<file path="config.mk">
export PLATFORM = sky130hd
export DESIGN_NAME = key_progress_ctrl
export DESIGN_NICKNAME = d
export VERILOG_FILES = /design/src/rtl/game_pkg.sv /design/src/rtl/box_overlap.sv /design/src/rtl/key_progress_ctrl.sv
export SDC_FILE = /design/constraint.sdc
export NUM_CORES = 1
export LEC_CHECK = 0
export ABC_AREA = 1
export CORE_MARGIN = 5
export CORE_UTILIZATION = 58
export CTS_CLUSTER_DIAMETER = 50
export CTS_CLUSTER_SIZE = 8
export DETAILED_ROUTE_END_ITERATION = 8
export DONT_BUFFER_PORTS = 1
export PLACE_DENSITY_LB_ADDON = 0.15
export SETUP_SLACK_MARGIN = 0.05
export SYNTH_ARGS = -nofsm -noshare
export SYNTH_HDL_FRONTEND = slang
export SYNTH_SLANG_ARGS = --single-unit
</file>
<file path="constraint.sdc">
create_clock -name clk -period 2.45 [get_ports clk]
set_clock_uncertainty 0.05 [all_clocks]
set_input_delay 0.735 -clock clk [delete_from_list [all_inputs] [get_ports clk]]
set_output_delay 0.735 -clock clk [all_outputs]
set_load 0.02 [all_outputs]
</file>
<file path="src/rtl/game_pkg.sv">
// rtl/game_pkg.sv - shared game encodings and key box geometry (hit-test and art use the same origins)
package game_pkg;

    typedef enum logic [3:0] {
        GS_TITLE  = 4'd0,
        GS_MENU   = 4'd1,
        GS_STAGE1 = 4'd2,
        GS_STAGE2 = 4'd3,
        GS_STAGE3 = 4'd4,
        GS_BOSS   = 4'd5,
        GS_PAUSE  = 4'd6,
        GS_WIN    = 4'd7,
        GS_FAIL   = 4'd8
    } game_state_e;

    typedef enum logic [1:0] {
        KF_NONE       = 2'd0,
        KF_FIND_KEY   = 2'd1,
        KF_FIND_LIGHT = 2'd2,
        KF_FIND_DOOR  = 2'd3
    } key_find_e;

    typedef enum logic [2:0] {
        KP_IDLE,
        KP_SEARCH,
        KP_HOLD,
        KP_RELEASE,
        KP_DONE
    } kp_state_e;

    localparam logic [9:0] KEY_BOX_W = 10'd20;
    localparam logic [9:0] KEY0_X    = 10'd65;
    localparam logic [9:0] KEY0_Y    = 10'd35;
    localparam logic [9:0] KEY1_X    = 10'd235;
    localparam logic [9:0] KEY1_Y    = 10'd35;
    localparam logic [9:0] KEY2_X    = 10'd235;
    localparam logic [9:0] KEY2_Y    = 10'd205;

    typedef struct packed {
        logic [9:0] x;
        logic [9:0] y;
    } box_xy_t;

    function automatic box_xy_t key_box_xy(input logic [1:0] idx);
        box_xy_t b;
        case (idx)
            2'd1:    begin b.x = KEY1_X; b.y = KEY1_Y; end
            2'd2:    begin b.x = KEY2_X; b.y = KEY2_Y; end
            default: begin b.x = KEY0_X; b.y = KEY0_Y; end
        endcase
        return b;
    endfunction

endpackage

</file>
<file path="src/rtl/box_overlap.sv">
// rtl/box_overlap.sv - player sprite box vs. rectangle intersection, half-open on both axes
module box_overlap #(
    parameter int PLAYER_W = 16
) (
    input  logic [8:0] player_x_i,
    input  logic [8:0] player_y_i,
    input  logic [9:0] rect_x_i,
    input  logic [9:0] rect_y_i,
    input  logic [9:0] rect_w_i,
    output logic       hit_o
);

    logic [9:0] px;
    logic [9:0] py;
    logic       hit_x;
    logic       hit_y;

    // 10-bit math: player right edge reaches 335, which must not wrap
    assign px    = {1'b0, player_x_i};
    assign py    = {1'b0, player_y_i};
    assign hit_x = (px < rect_x_i + rect_w_i) && (px + 10'(PLAYER_W) > rect_x_i);
    assign hit_y = (py < rect_y_i + rect_w_i) && (py + 10'(PLAYER_W) > rect_y_i);
    assign hit_o = hit_x && hit_y;

endmodule

</file>
<file path="src/rtl/key_progress_ctrl.sv">
// rtl/key_progress_ctrl.sv - STAGE1 key hunt sequencer: hold-to-pick keys, then door fires stage_clear
module key_progress_ctrl
    import game_pkg::*;
#(
    parameter int HOLD_FRAMES = 4,
    parameter int PLAYER_W    = 16,
    parameter int DOOR_X0     = 150,
    parameter int DOOR_Y0     = 110,
    parameter int DOOR_W      = 20
) (
    input  logic       clk,
    input  logic       rst,
    input  logic [3:0] state,
    input  logic       frame_tick,
    input  logic [8:0] player_x,
    input  logic [8:0] player_y,
    input  logic       pick,
    output logic [1:0] key_find,
    output logic       collecting,
    output logic       stage_clear
);

    localparam int CW = $clog2(HOLD_FRAMES + 1);

    kp_state_e  fsm_q, fsm_d;
    logic [1:0] kf_q, kf_d;
    logic [CW-1:0] hold_q, hold_d;
    logic       coll_q, coll_d;
    logic       clear_q, clear_d;

    box_xy_t    key_xy;
    logic [9:0] rect_x;
    logic [9:0] rect_y;
    logic [9:0] rect_w;
    logic       hit;

    assign key_xy = key_box_xy(kf_q);

    // Once all three keys are in, the same hit-test is pointed at the door
    always_comb begin
        rect_x = key_xy.x;
        rect_y = key_xy.y;
        rect_w = KEY_BOX_W;
        if (kf_q == KF_FIND_DOOR) begin
            rect_x = 10'(DOOR_X0);
            rect_y = 10'(DOOR_Y0);
            rect_w = 10'(DOOR_W);
        end
    end

    box_overlap #(.PLAYER_W(PLAYER_W)) u_overlap (
        .player_x_i (player_x),
        .player_y_i (player_y),
        .rect_x_i   (rect_x),
        .rect_y_i   (rect_y),
        .rect_w_i   (rect_w),
        .hit_o      (hit)
    );

    always_comb begin
        fsm_d   = fsm_q;
        kf_d    = kf_q;
        hold_d  = hold_q;
        coll_d  = coll_q;
        clear_d = 1'b0;
        if (state != GS_STAGE1) begin
            // Leaving the stage wins over any tick seen in the same cycle
            fsm_d  = KP_IDLE;
            kf_d   = KF_NONE;
            hold_d = '0;
            coll_d = 1'b0;
        end else begin
            case (fsm_q)
                KP_IDLE: fsm_d = KP_SEARCH;
                KP_SEARCH: begin
                    if (frame_tick) begin
                        if (kf_q == KF_FIND_DOOR) begin
                            if (hit) begin
                                fsm_d   = KP_DONE;
                                clear_d = 1'b1;
                            end
                        end else if (hit && pick) begin
                            fsm_d  = KP_HOLD;
                            hold_d = CW'(1);
                            coll_d = 1'b1;
                        end
                    end
                end
                KP_HOLD: begin
                    if (frame_tick) begin
                        if (hit && pick) begin
                            if (hold_q == CW'(HOLD_FRAMES - 1)) begin
                                fsm_d  = KP_RELEASE;
                                kf_d   = kf_q + 2'd1;
                                hold_d = '0;
                                coll_d = 1'b0;
                            end else begin
                                hold_d = hold_q + CW'(1);
                            end
                        end else begin
                            fsm_d  = KP_SEARCH;
                            hold_d = '0;
                            coll_d = 1'b0;
                        end
                    end
                end
                KP_RELEASE: begin
                    if (frame_tick && !pick) fsm_d = KP_SEARCH;
                end
                default: fsm_d = KP_DONE;
            endcase
        end
    end

    always_ff @(posedge clk) begin
        if (rst) begin
            fsm_q   <= KP_IDLE;
            kf_q    <= KF_NONE;
            hold_q  <= '0;
            coll_q  <= 1'b0;
            clear_q <= 1'b0;
        end else begin
            fsm_q   <= fsm_d;
            kf_q    <= kf_d;
            hold_q  <= hold_d;
            coll_q  <= coll_d;
            clear_q <= clear_d;
        end
    end

    assign key_find    = kf_q;
    assign collecting  = coll_q;
    assign stage_clear = clear_q;

endmodule

</file>
==> reports/metrics.cfg <==
[run_status]
outcome=finished, violations left
violations=setup timing

[worst_setup_path]
crit_path_start_kind=flop
crit_chain=inv_6 -> ha_4 -> inv_4 -> ha_4 -> inv_4 -> ha_4 -> a21o_1 -> a21oi_2 -> and3_1 -> nand3_2 -> nor2_4 -> nand2_4 -> nor2_4 -> nand3_2 -> nand2_1 -> nand2_1 -> nor2_1
critical_path.most_common_cell=ha_4
crit_start=key_find[0]$_SDFFE_PP0P_
critical_path_peak_fanout=5
endpoint_kind=flop
cpPeakStageDelay_ns=0.38
worstPathArrival_ns=2.74
crit_slowest_cell=dfxtp_4
reg2reg_from=key_find[0]$_SDFFE_PP0P_
critical_path_class=reg -> reg
crit_required_ns=2.61

[layout]
regArea_um2=208
fin_nets=327
layoutNonFillerInstCount=294
nFillCells=166
drive_gt1_share_pct=30.7
finalCoreUtilization_pct=82.5
diodes=0
area_growth_pct=32.9
multi_input_area_um2=1470

[drt]
viasPerCell=5.34
drc=0
vias=1571
wirelength_um=4080
routedWlPerCell_um=13.9
drt_iter0_markers=43
ant_nets=0
drtPass1Iterations=4

[sta]
rsz0062_at_grt=yes
maxSlewHeadroom_pct=67.4
hold_viol_final=0
finalSetupTns_ns=-0.727
setup_viol=9
setup_ws_ns=-0.132
finalCritPeriodShare_pct=105
fmax_ghz=0.387
tightest_slew_ns=0.485
period_needed_ns=2.58
maxSlewViolCount=0

[min_path]
hp-class=reg -> reg
min-delay-start=hold_q[2]$_SDFFE_PP0P_

[floorplan]
die_w_um=62.0
dieArea_um2=3840
die_h_um=62.0
rows=18
ioPinCount=30
initial_core_util_pct=62.1
core_area_um2=2520

[synth]
netlist-cell-type-count=27
netlist_area_um2=1570
synth_nets=300
synth_warnings=0
synth.avg_cell_area_um2=6.58
yosysSeqAreaShare_pct=12.8
ys_ff_latch=10
netlist_instances=238

[grt]
grt_start_max_net_pins=9
antenna_found_initial=0
grt_pass1_wl_um=5880
track_usage_pct=20.0
grt_overflow_total=0
grt_pass1_vias=1477

[clocking]
cts_tree=done
cts_hold_buffers=0
cts.path.max_buffers=2
cts_root_buffer=clkbuf_4
ctsHtreeMaxLevel=1
insertion_delay_ns=0.28
numCtsBuffers=3
clkTransAtPathRegs_ns=0.07
clock_sinks=10

[power_and_ir_drop]
p_total_uw=424
vdd_drop_max_mv=0.278
leakage_nw=0.982
power_density_nw_per_um2=204

[placement]
gp_congestion=0.848
dp.cells=288
hpwlAfterDp_um=2790
io_buffers=0

[run]
cap_violations=0

[registers in the layout (all words and copies together), names as in the netlist]
register     count
hold_q           3
key_find         2
stage_clear      1
collecting       1
fsm_q            3
[path summary, 6_finish.rpt]
path | cells after the start | to | slack [ns]
setup / recovery | 17 | key_find[1]$_SDFFE_PP0P_ | -0.13
hold / removal | 2 | hold_q[2]$_SDFFE_PP0P_ | 0.40
setup reg to reg | 17 | key_find[1]$_SDFFE_PP0P_ | -0.13
hold reg to reg | 2 | hold_q[2]$_SDFFE_PP0P_ | 0.40
[kinds of logic (layout without fill, tap and decap cells)]
kind of cell	count (synthesis)	in the layout	synth area share, %
AO/OA/AOI/OAI	27	27	9.59
XOR/XNOR	4	4	2.24
adder cells (fa/ha/maj)	36	36	28.8
buffers and inverters	44	70	10.8
flip-flops	10	10	12.8
multiplexers	1	1	0.640
AND/OR/NAND/NOR	116	116	35.2
[placed cells by master, fill, tap and decap left out, types with 3 or more instances in the layout]
cell type | Yosys | routed
nand2_1 | 53 | 50
inv_1 | 42 | 37
buf_4 | 1 | 23
nor2_1 | 21 | 19
ha_1 | 36 | 18
ha_4 | 0 | 16
nand3_1 | 12 | 10
a21oi_1 | 15 | 8
dfxtp_1 | 10 | 8
nor3_1 | 8 | 7
a21oi_2 | 0 | 7
nand3_2 | 4 | 6
nand4_1 | 5 | 5
xor2_1 | 4 | 4
nand2_2 | 3 | 4
inv_2 | 1 | 3
nor2_2 | 1 | 3
o21ai_1 | 0 | 3
nor2_4 | 3 | 3
nand2_4 | 1 | 3
o21ai_0 | 6 | 3
clkbuf_4 | 0 | 3
[cell usage after synthesis]
library cell   n  area (um^2)
or2_2          2         12.5
nand2_2        3         18.8
a21boi_0       1         7.51
nand3_2        4         40.0
a31oi_1        1         6.26
nor2_2         1         6.26
inv_2          1         3.75
nor2_1        21         78.8
nand2_4        1         11.3
buf_4          1         7.51
mux2i_1        1         10.0
xor2_1         4         35.0
inv_1         42          158
nand3_1       12         60.1
and2_1         1         6.26
and3_1         2         12.5
o2111ai_1      1         8.76
nand4_1        5         31.3
o211ai_1       1         7.51
o21ai_0        6         30.0
nand2_1       53          199
ha_1          36          450
nor3_1         8         40.0
a21oi_1       15         75.1
a21o_1         2         15.0
dfxtp_1       10          200
nor2_4         3         33.8
[report_power, final]
group          total (mW)  switching (mW)  leakage, nW  internal, mW
Combinational       0.141          0.0744        0.885        0.0664
Sequential          0.161        0.000277       0.0822         0.161
Clock               0.122          0.0632       0.0154        0.0592
Total               0.424           0.138        0.982         0.286
[layer usage]
layer | vias to the layer above | part of all wire, % | wire length, um | track usage, %
met5 | - | 0 | 0 | 0
met4 | 0 | 0.39 | 16 | 2.73
met3 | 3 | 4.6 | 188 | 4.75
met2 | 39 | 51 | 2100 | 35.4
met1 | 703 | 44 | 1780 | 25.1
li1 | 826 | - | - | -
[worst max-delay path: cells and delay by family, from the launching register on]
kind	cells	cell delay, ns
buffers and inverters	3	0.15
flip-flops	1	0.38
AND/OR/NAND/NOR	9	0.98
AO/OA/AOI/OAI	2	0.33
adder cells (fa/ha/maj)	3	0.61
[metrics by stage]
step	worst slack, ns	instance area [um^2]	hold WS [ns]
2_1_floorplan	-0.00728	1660	0.373
3_3_place_gp	-0.0934	1840	0.384
3_5_place_dp	-0.142	1840	0.387
4_1_cts	0.00993	1960	0.400
5_1_grt	-0.262	2080	0.417
6_report	-0.132	2080	0.401
[cell type report]
type / instances / area share (%)
Clock buffer: 3 / 1.08
Multi-Input combinational cell: 184 / 70.4
Tap cell: 30 / 1.80
Clock inverter: 1 / 0.180
Timing Repair Buffer: 23 / 8.30
Inverter: 43 / 8.24
Sequential cell: 10 / 9.98
[timing repair]
action                                  CTS  global route
cloned                                    0             0
pin swaps                                23             8
setup buffers                             2             0
gates resized for setup                  19            16
endpoints found under the setup margin    9             9
Note: power is estimated with default switching activity, not from simulation.
